==> src/rtl/pc_sequencer.sv <==
`default_nettype none
// ============================================================================
// Module   : pc_sequencer
// Purpose  : Fetch-PC sequencer with one-instruction branch delay slot,
//            link-address generation, halt-on-target and misaligned-JR fault.
// Revision : 1.0
// ============================================================================
module pc_sequencer #(
  parameter logic [31:0] RESET_VECTOR = 32'hBFC00000,
  parameter logic [31:0] HALT_ADDR    = 32'h00000000
) (
  input  logic        clk,
  input  logic        reset,
  input  logic        advance,
  input  logic        condition_met,
  input  logic        jump,
  input  logic        jump_reg,
  input  logic [15:0] imm,
  input  logic [25:0] instr_index,
  input  logic [31:0] rs_readdata,
  output logic [31:0] pc,
  output logic [31:0] link_addr,
  output logic        in_delay_slot,
  output logic        active,
  output logic        fault
);

  typedef enum logic [1:0] {
    S_RUN   = 2'd0,
    S_DELAY = 2'd1,
    S_HALT  = 2'd2,
    S_FAULT = 2'd3
  } state_t;

  state_t      state;
  logic [31:0] target;
  logic        target_bad;

  logic [31:0] pc_plus4;
  logic [31:0] branch_target;
  logic [31:0] jump_target;
  logic        redirect;
  logic [31:0] next_target;
  logic        next_bad;

  assign pc_plus4      = pc + 32'd4;
  assign link_addr     = pc + 32'd8;
  assign branch_target = pc_plus4 + {{14{imm[15]}}, imm, 2'b00};
  assign jump_target   = {pc_plus4[31:28], instr_index, 2'b00};
  assign redirect      = jump_reg | jump | condition_met;

  // Priority: register jump, then absolute jump, then conditional branch.
  always_comb begin
    next_target = branch_target;
    next_bad    = 1'b0;
    if (jump_reg) begin
      next_target = rs_readdata;
      next_bad    = (rs_readdata[1:0] != 2'b00);
    end else if (jump) begin
      next_target = jump_target;
    end
  end

  always_ff @(posedge clk) begin
    if (reset) begin
      state         <= S_RUN;
      pc            <= RESET_VECTOR;
      target        <= 32'd0;
      target_bad    <= 1'b0;
      in_delay_slot <= 1'b0;
      active        <= 1'b1;
      fault         <= 1'b0;
    end else if (advance) begin
      case (state)
        S_RUN: begin
          pc <= pc_plus4;
          if (redirect) begin
            target        <= next_target;
            target_bad    <= next_bad;
            state         <= S_DELAY;
            in_delay_slot <= 1'b1;
          end
        end
        // Redirect inputs are not sampled here: a branch in the slot is dropped.
        S_DELAY: begin
          in_delay_slot <= 1'b0;
          target_bad    <= 1'b0;
          if (target_bad) begin
            state  <= S_FAULT;
            active <= 1'b0;
            fault  <= 1'b1;
          end else if (target == HALT_ADDR) begin
            state  <= S_HALT;
            pc     <= HALT_ADDR;
            active <= 1'b0;
          end else begin
            state <= S_RUN;
            pc    <= target;
          end
        end
        default: begin
          state <= state;
        end
      endcase
    end
  end

endmodule
`default_nettype wire

==> config.mk <==
export PLATFORM = sky130hd
export DESIGN_NAME = pc_sequencer
export DESIGN_NICKNAME = d
export VERILOG_FILES = /design/src/rtl/pc_sequencer.sv
export SDC_FILE = /design/constraint.sdc
export NUM_CORES = 1
export LEC_CHECK = 0
export CAP_MARGIN = 20
export CORE_MARGIN = 5
export CORE_UTILIZATION = 51
export CTS_CLUSTER_SIZE = 25
export DETAILED_ROUTE_END_ITERATION = 16
export PLACE_DENSITY = 0.8
export SLEW_MARGIN = 40
export SYNTH_ARGS = -nofsm -noshare
export SYNTH_HDL_FRONTEND = slang
export SYNTH_SLANG_ARGS = --single-unit
==> constraint.sdc <==
create_clock -name clk -period 4.5 [get_ports clk]
set_input_delay 0.9 -clock clk [delete_from_list [all_inputs] [get_ports clk]]
set_output_delay 0.9 -clock clk [all_outputs]
set_load 0.01 [all_outputs]
==> flow_summary.yaml, run 1 <==
layout:
  final_cell_count_no_fill: 1099
  antenna_cells: 0
  finish.utilization_pct: 68.9
  nets: 1069
  layout-drive-gt1-share_pct: 6.49
  syn_to_final_growth_pct: 31.6
  nFillCells: 1030
  final_cell_mix: "clkdlybuf4s50_1, nand2_1, nor2_1"
  layout_commonest_cell: "clkdlybuf4s50_1"
pwr:
  comb_power_share_pct: 34.2
  internal_power_w: 0.00144
  p_leak_nw: 3.11
  vdd_drop_max_uv: 130
  p_per_area_nw_per_um2: 273
  pwr-share-seq_pct: 33.8
  p_sw_share_pct: 33.5
  switchingPower_w: 0.000726
  clock_power_share_pct: 32.0
global_routing:
  grt_pass1_vias: 6160
  grt_pass1_wl_microns: 32200
  antenna_found_initial: 0
  grt.total_usage_pct: 27.9
  overflow: 0
  grt_start_max_net_pins: 42
cts:
  clkSlewWorstSetupHoldPaths_ns: 0.06
  numCtsBuffers: 9
  cts.sinks: 70
  clock_latency_ns: 0.33
  cts.path.max_buffers: 2
  post_cts_buffers: 0
  ctsResizeCount: 0
  cts_tree: "built"
  htreeDepth: 3
  ctsHoldBuffers: 0
  clock-root-buffer: "clkbuf_16"
sta:
  skew_ns: 0.00839
  final.setup.tns_ns: 0
  layout_setup_ws_ns: 0.322
  holdWs_ns: 0.456
  report.final.slew_viol_count: 0
  hold_viol: 0
  layout_min_cycle_time_ns: 4.18
  grt_setup_unrepaired: "false"
  min_period_over_period_pct: 92.8
  max_freq_ghz: 0.239
  tightest_slew_ns: 0.709
  relSlewSlack_pct: 52.5
  setup_viol: 0
floorplanning:
  ios: 147
  die_h_microns: 119
  rows: 39
  dieArea_sq_um: 14100
  start_util_pct: 52.4
  die_w_microns: 119
  core_sq_um: 11500
worst_setup_path:
  cp-start-kind: "register"
  reg2reg_depth: 16
  rr_endpoint: "target[31]"
  r2r-start: "pc[8]"
  cp.required_ns: 4.69
  worst-r2r-setup-slack_ns: 0.32
  worst-setup-path-type: "register to register"
  arrival_ns: 4.37
  end_kind: "register"
  cp_max_fo: 5
placement:
  pre_cts_ws_ns: 0.335
  place_congestion: 0.971
  port_buffers: 146
  dp.cells: 1083
  dp_hpwl_microns: 15900
yosys:
  avgSynthCellArea_sq_um: 7.30
  synth_seq_cells: 70
  syn_area_sq_um: 6030
  synthArstFlopShare_pct: 0
  yosys_warnings: 0
  seq_area_frac_synth_pct: 23.2
  ys_types: 58
  dominantRegCellSynth: "dfxtp_1"
  synth_edf_count: 0
  synthCells: 826
  synth_nets: 944
routing:
  vias: 6703
  drt_wl_total_microns: 20500
  drtIter0Drc: 654
  first_pass_iters: 5
  wire_per_inst_microns: 18.7
  post-route-drc-count: 0
  ant_nets: 0
  via_per_inst: 6.10
hold_path:
  hold_path_depth: 1
  hold_end: "active"
  hp-start: "active"
  hp-class: "register to register"
job:
  cap_violations: 0
run_status:
  status: "completed"
[registers in the layout, indices dropped and copies added (netlist names)]
signal	count
pc	32
target	32
state	2
active	1
fault	1
in_delay_slot	1
target_bad	1
[synthesized netlist by cell type (3+ instances only)]
library cell | instances | area, sq um
a211o_1 | 5 | 43.8
a211oi_1 | 13 | 97.6
a21o_1 | 19 | 143
a21oi_1 | 71 | 355
a221oi_1 | 6 | 52.6
a22o_1 | 4 | 35.0
a311oi_1 | 9 | 78.8
a31oi_1 | 6 | 37.5
and2_1 | 6 | 37.5
and3_1 | 7 | 43.8
buf_1 | 3 | 11.3
buf_2 | 7 | 35.0
buf_4 | 6 | 45.0
clkbuf_1 | 48 | 180
dfxtp_1 | 70 | 1400
ha_1 | 37 | 463
inv_1 | 11 | 41.3
mux2i_1 | 7 | 70.1
nand2_1 | 100 | 375
nand2b_1 | 8 | 50.1
nand3_1 | 22 | 110
nand4_1 | 18 | 113
nor2_1 | 94 | 353
nor2b_1 | 9 | 56.3
nor3_1 | 21 | 105
nor3b_1 | 3 | 22.5
nor4_1 | 9 | 56.3
o211a_1 | 3 | 30.0
o211ai_1 | 26 | 195
o21a_1 | 3 | 22.5
o21ai_0 | 39 | 195
o21bai_1 | 4 | 30.0
o221ai_1 | 6 | 52.6
o22ai_1 | 11 | 68.8
or3_1 | 7 | 43.8
xnor2_1 | 52 | 455
xor2_1 | 29 | 254
[per-stage QoR]
| stage | area (sq um) | total power, W |
|---|---|---|
| 2_1_floorplan | 6030 | 0.00118 |
| 3_3_place_gp | 7640 | 0.00146 |
| 3_5_place_dp | 7650 | 0.00147 |
| 4_1_cts | 7940 | 0.00216 |
| 5_1_grt | 7940 | 0.00226 |
| 6_report | 7940 | 0.00217 |
[kinds of logic after synthesis]
family | share of synthesized area (%)
AO/OA/AOI/OAI | 27.0
XOR/XNOR | 11.8
adder cells (fa/ha/maj) | 8.01
buffers and inverters | 5.19
flip-flops | 23.2
multiplexers | 1.16
AND/OR/NAND/NOR | 23.6
[worst max-delay path by stage]
stage                        from         end  slack (ns)  cells after the start
after floorplan             pc[3]  target[31]        0.75                     18
after CTS                   pc[8]  target[31]        0.32                     16
after detailed placement   imm[0]  target[30]        0.34                     12
after global placement    imm[15]  target[31]        0.41                     12
final                       pc[8]  target[31]        0.32                     16
after global routing        pc[8]  target[31]        0.02                     16
[area by class of cell]
type                    instances  area (sq um)  area share [%]
multi-input cells             681          4330            54.5
repair buffers                178          1700            21.4
flip-flops and latches         70          1400            17.7
clock buffers                  10           229            2.88
well taps                     143           179            2.25
clock inverters                 6          62.6           0.788
inverters                      11          41.3           0.520
[routing by layer]
metal	GRT usage [%]	part of all wire (%)	vias to the layer above
li1	-	-	3228
met1	41.8	45	3120
met2	42.3	44	326
met3	3.01	9.5	29
met4	7.68	1.7	0
met5	0	0	-
[power groups by stage]
stage | registers [W] | clock network, W | logic [W]
floorplan | 0.000725 | 0 | 0.000450
global placement | 0.000741 | 0 | 0.000720
detailed placement | 0.000742 | 0 | 0.000727
CTS | 0.000729 | 0.000696 | 0.000731
global route | 0.000737 | 0.000718 | 0.000808
finish | 0.000732 | 0.000695 | 0.000742
[critical path, cell delays in order (launching register included)]
cell and delay (ns):
dfxtp_1 0.41, and4_1 0.30, nand4_1 0.24, nor2_1 0.25, and3_1 0.30, nand4_2 0.18, xnor2_1 0.22, ha_1 0.41
nand3_1 0.17, nor3_1 0.28, nand2_1 0.12, a2111oi_1 0.39, a211oi_1 0.12, mux2i_1 0.14, a21oi_1 0.26, xor2_1 0.18
o22ai_1 0.08
No activity file was read; power rests on OpenSTA's default activity.
==> run 2, diff against run 1 <==
Settings changed: ABC_AREA set to 0.
==> results of run 2 <==
Final layout, timing and power as in run 1 (identical DEF).
==> run 3, diff against run 2 <==
Settings changed: PLACE_DENSITY 0.8 to 0.89, SLEW_MARGIN 40 to unset.
==> run 3 against run 2 <==
Die area unchanged. Count of clock-buffer cells in the layout up 1. Core utilization down 0.20 points. Clock skew decreased by 0.00060 ns. Via count is 2.9% higher. Combinational power increased by 0.7%. Total power up 1.8%. First-iteration DRC count grew 32%. Wire length up 3.6%. Register-to-register slack is essentially flat. Final cell count decreased by 0.55%. Sequential share of layout area rose by 0.050 points. Largest power group unchanged.
==> flow_summary.yaml, run 3 (synthesis gave the netlist of run 1 again) <==
global_routing:
  grt_start_max_net_pins: 51
  grt.total_usage_pct: 28.8
  grt_pass1_vias: 6374
  antenna_found_initial: 0
  grt_pass1_wl_microns: 33200
  overflow: 0
cts:
  cts.path.max_buffers: 2
  cts_tree: "built"
  post_cts_buffers: 0
  htreeDepth: 3
  cts.sinks: 70
  clkSlewWorstSetupHoldPaths_ns: 0.06
  clock_latency_ns: 0.34
  clock-root-buffer: "clkbuf_16"
  numCtsBuffers: 9
layout:
  register_area_sq_um: 1400
  nFillCells: 964
  finish.utilization_pct: 68.7
  layout-drive-gt1-share_pct: 5.79
  reg_top3: "pc x32, target x32, state x2"
  antenna_cells: 0
  nets: 1063
  final_cell_mix: "clkdlybuf4s50_1, nand2_1, nor2_1"
  syn_to_final_growth_pct: 31.2
  multi_input_area_sq_um: 4330
  layout_commonest_cell: "clkdlybuf4s50_1"
pwr:
  vdd_drop_max_uv: 197
  power_w: 0.00221
  p_leak_nw: 3.10
  p_per_area_nw_per_um2: 279
routing:
  ant_nets: 0
  post-route-drc-count: 0
  via_per_inst: 6.31
  drt_wl_total_microns: 21300
  wire_per_inst_microns: 19.4
  drtIter0Drc: 861
  first_pass_iters: 6
  vias: 6895
worst_setup_path:
  worst-setup-path-type: "register to register"
  cp_cell_sequence: "nand4_1 > or3_1 > nor2_1 > xor2_1 > ha_1 > nand2_1 > nor2_1 > nand2_1 > a211oi_1 > o21ai_0 > o21ai_0 > a31oi_1 > xor2_1 > a32oi_1"
  arrival_ns: 4.43
  cp.required_ns: 4.75
  crit_path_max_incr_delay_ns: 0.55
  cp_max_fo: 9
  crit_slowest_cell: "dfxtp_1"
  cp-start-kind: "register"
  end_kind: "register"
sta:
  hold_viol: 0
  skew_ns: 0.00780
  min_period_over_period_pct: 92.8
  max_freq_ghz: 0.239
  layout_min_cycle_time_ns: 4.18
  report.final.slew_viol_count: 0
  tightest_slew_ns: 1.04
  grt_setup_unrepaired: "false"
  setup_viol: 0
  relSlewSlack_pct: 30.9
  final.setup.tns_ns: 0
hold_path:
  hp-class: "register to register"
floorplanning:
  start_util_pct: 52.4
  die_w_microns: 119
  die_h_microns: 119
  rows: 39
  dieArea_sq_um: 14100
  ios: 147
  core_sq_um: 11500
run_status:
  status: "completed"
placement:
  place_congestion: 0.946
  dp_hpwl_microns: 16000
  port_buffers: 146
job:
  cap_violations: 0
run 3: per-stage QoR:
step / instances / setup WS, ns / instance area, sq um / hold WS [ns]
after floorplan: 826 / 0.746 / 6030 / 0.436
after global placement: 1075 / 0.278 / 7580 / 0.437
after detailed placement: 1075 / 0.331 / 7580 / 0.441
after CTS: 1091 / 0.323 / 7880 / 0.455
after global routing: 1093 / 0.00236 / 7920 / 0.491
final: 1093 / 0.324 / 7920 / 0.452
run 3: worst max-delay path: cells and delay by family, from the launching register on:
family / cells / cell delay, ns
compound gates: 5 / 1.26
xor+xnor: 2 / 0.35
fa+ha+maj: 1 / 0.49
flops: 1 / 0.55
simple gates: 6 / 1.44
run 3: layer usage:
layer	GRT usage (%)	part of all wire (%)	up-vias
li1	-	-	3223
met1	40.1	41	3152
met2	45.2	44	467
met3	4.49	12	53
met4	10.1	2.6	0
met5	0	0	-
run 3: final cells by class:
| type | count | area share (%) |
|---|---|---|
| multi-input cells | 681 | 54.7 |
| inverters | 11 | 0.522 |
| clock inverters | 5 | 0.743 |
| clock buffers | 11 | 3.07 |
| flip-flops and latches | 70 | 17.7 |
| well taps | 143 | 2.26 |
| repair buffers | 172 | 21.0 |
run 3: repair_timing:
| item | CTS | global route |
|---|---|---|
| hold buffers | 0 | 0 |
| setup endpoints to repair | 0 | 1 |
| gates resized for setup | 0 | 3 |
run 3: final timing paths:
| path | slack, ns | to | cells past startpoint | start |
|---|---|---|---|---|
| setup / recovery | 0.32 | target[29] | 14 | pc[14] |
| hold reg to reg | 0.45 | active | 1 | active |
| setup reg to reg | 0.32 | target[29] | 14 | pc[14] |
| hold / removal | 0.45 | active | 1 | active |
run 3: power by group:
| group | internal [W] | switching [W] | total [W] |
|---|---|---|---|
| logic | 0.000346 | 0.000401 | 0.000747 |
| clock network | 0.000444 | 0.000284 | 0.000729 |
| registers | 0.000669 | 0.0000657 | 0.000734 |
| total | 0.00146 | 0.000751 | 0.00221 |
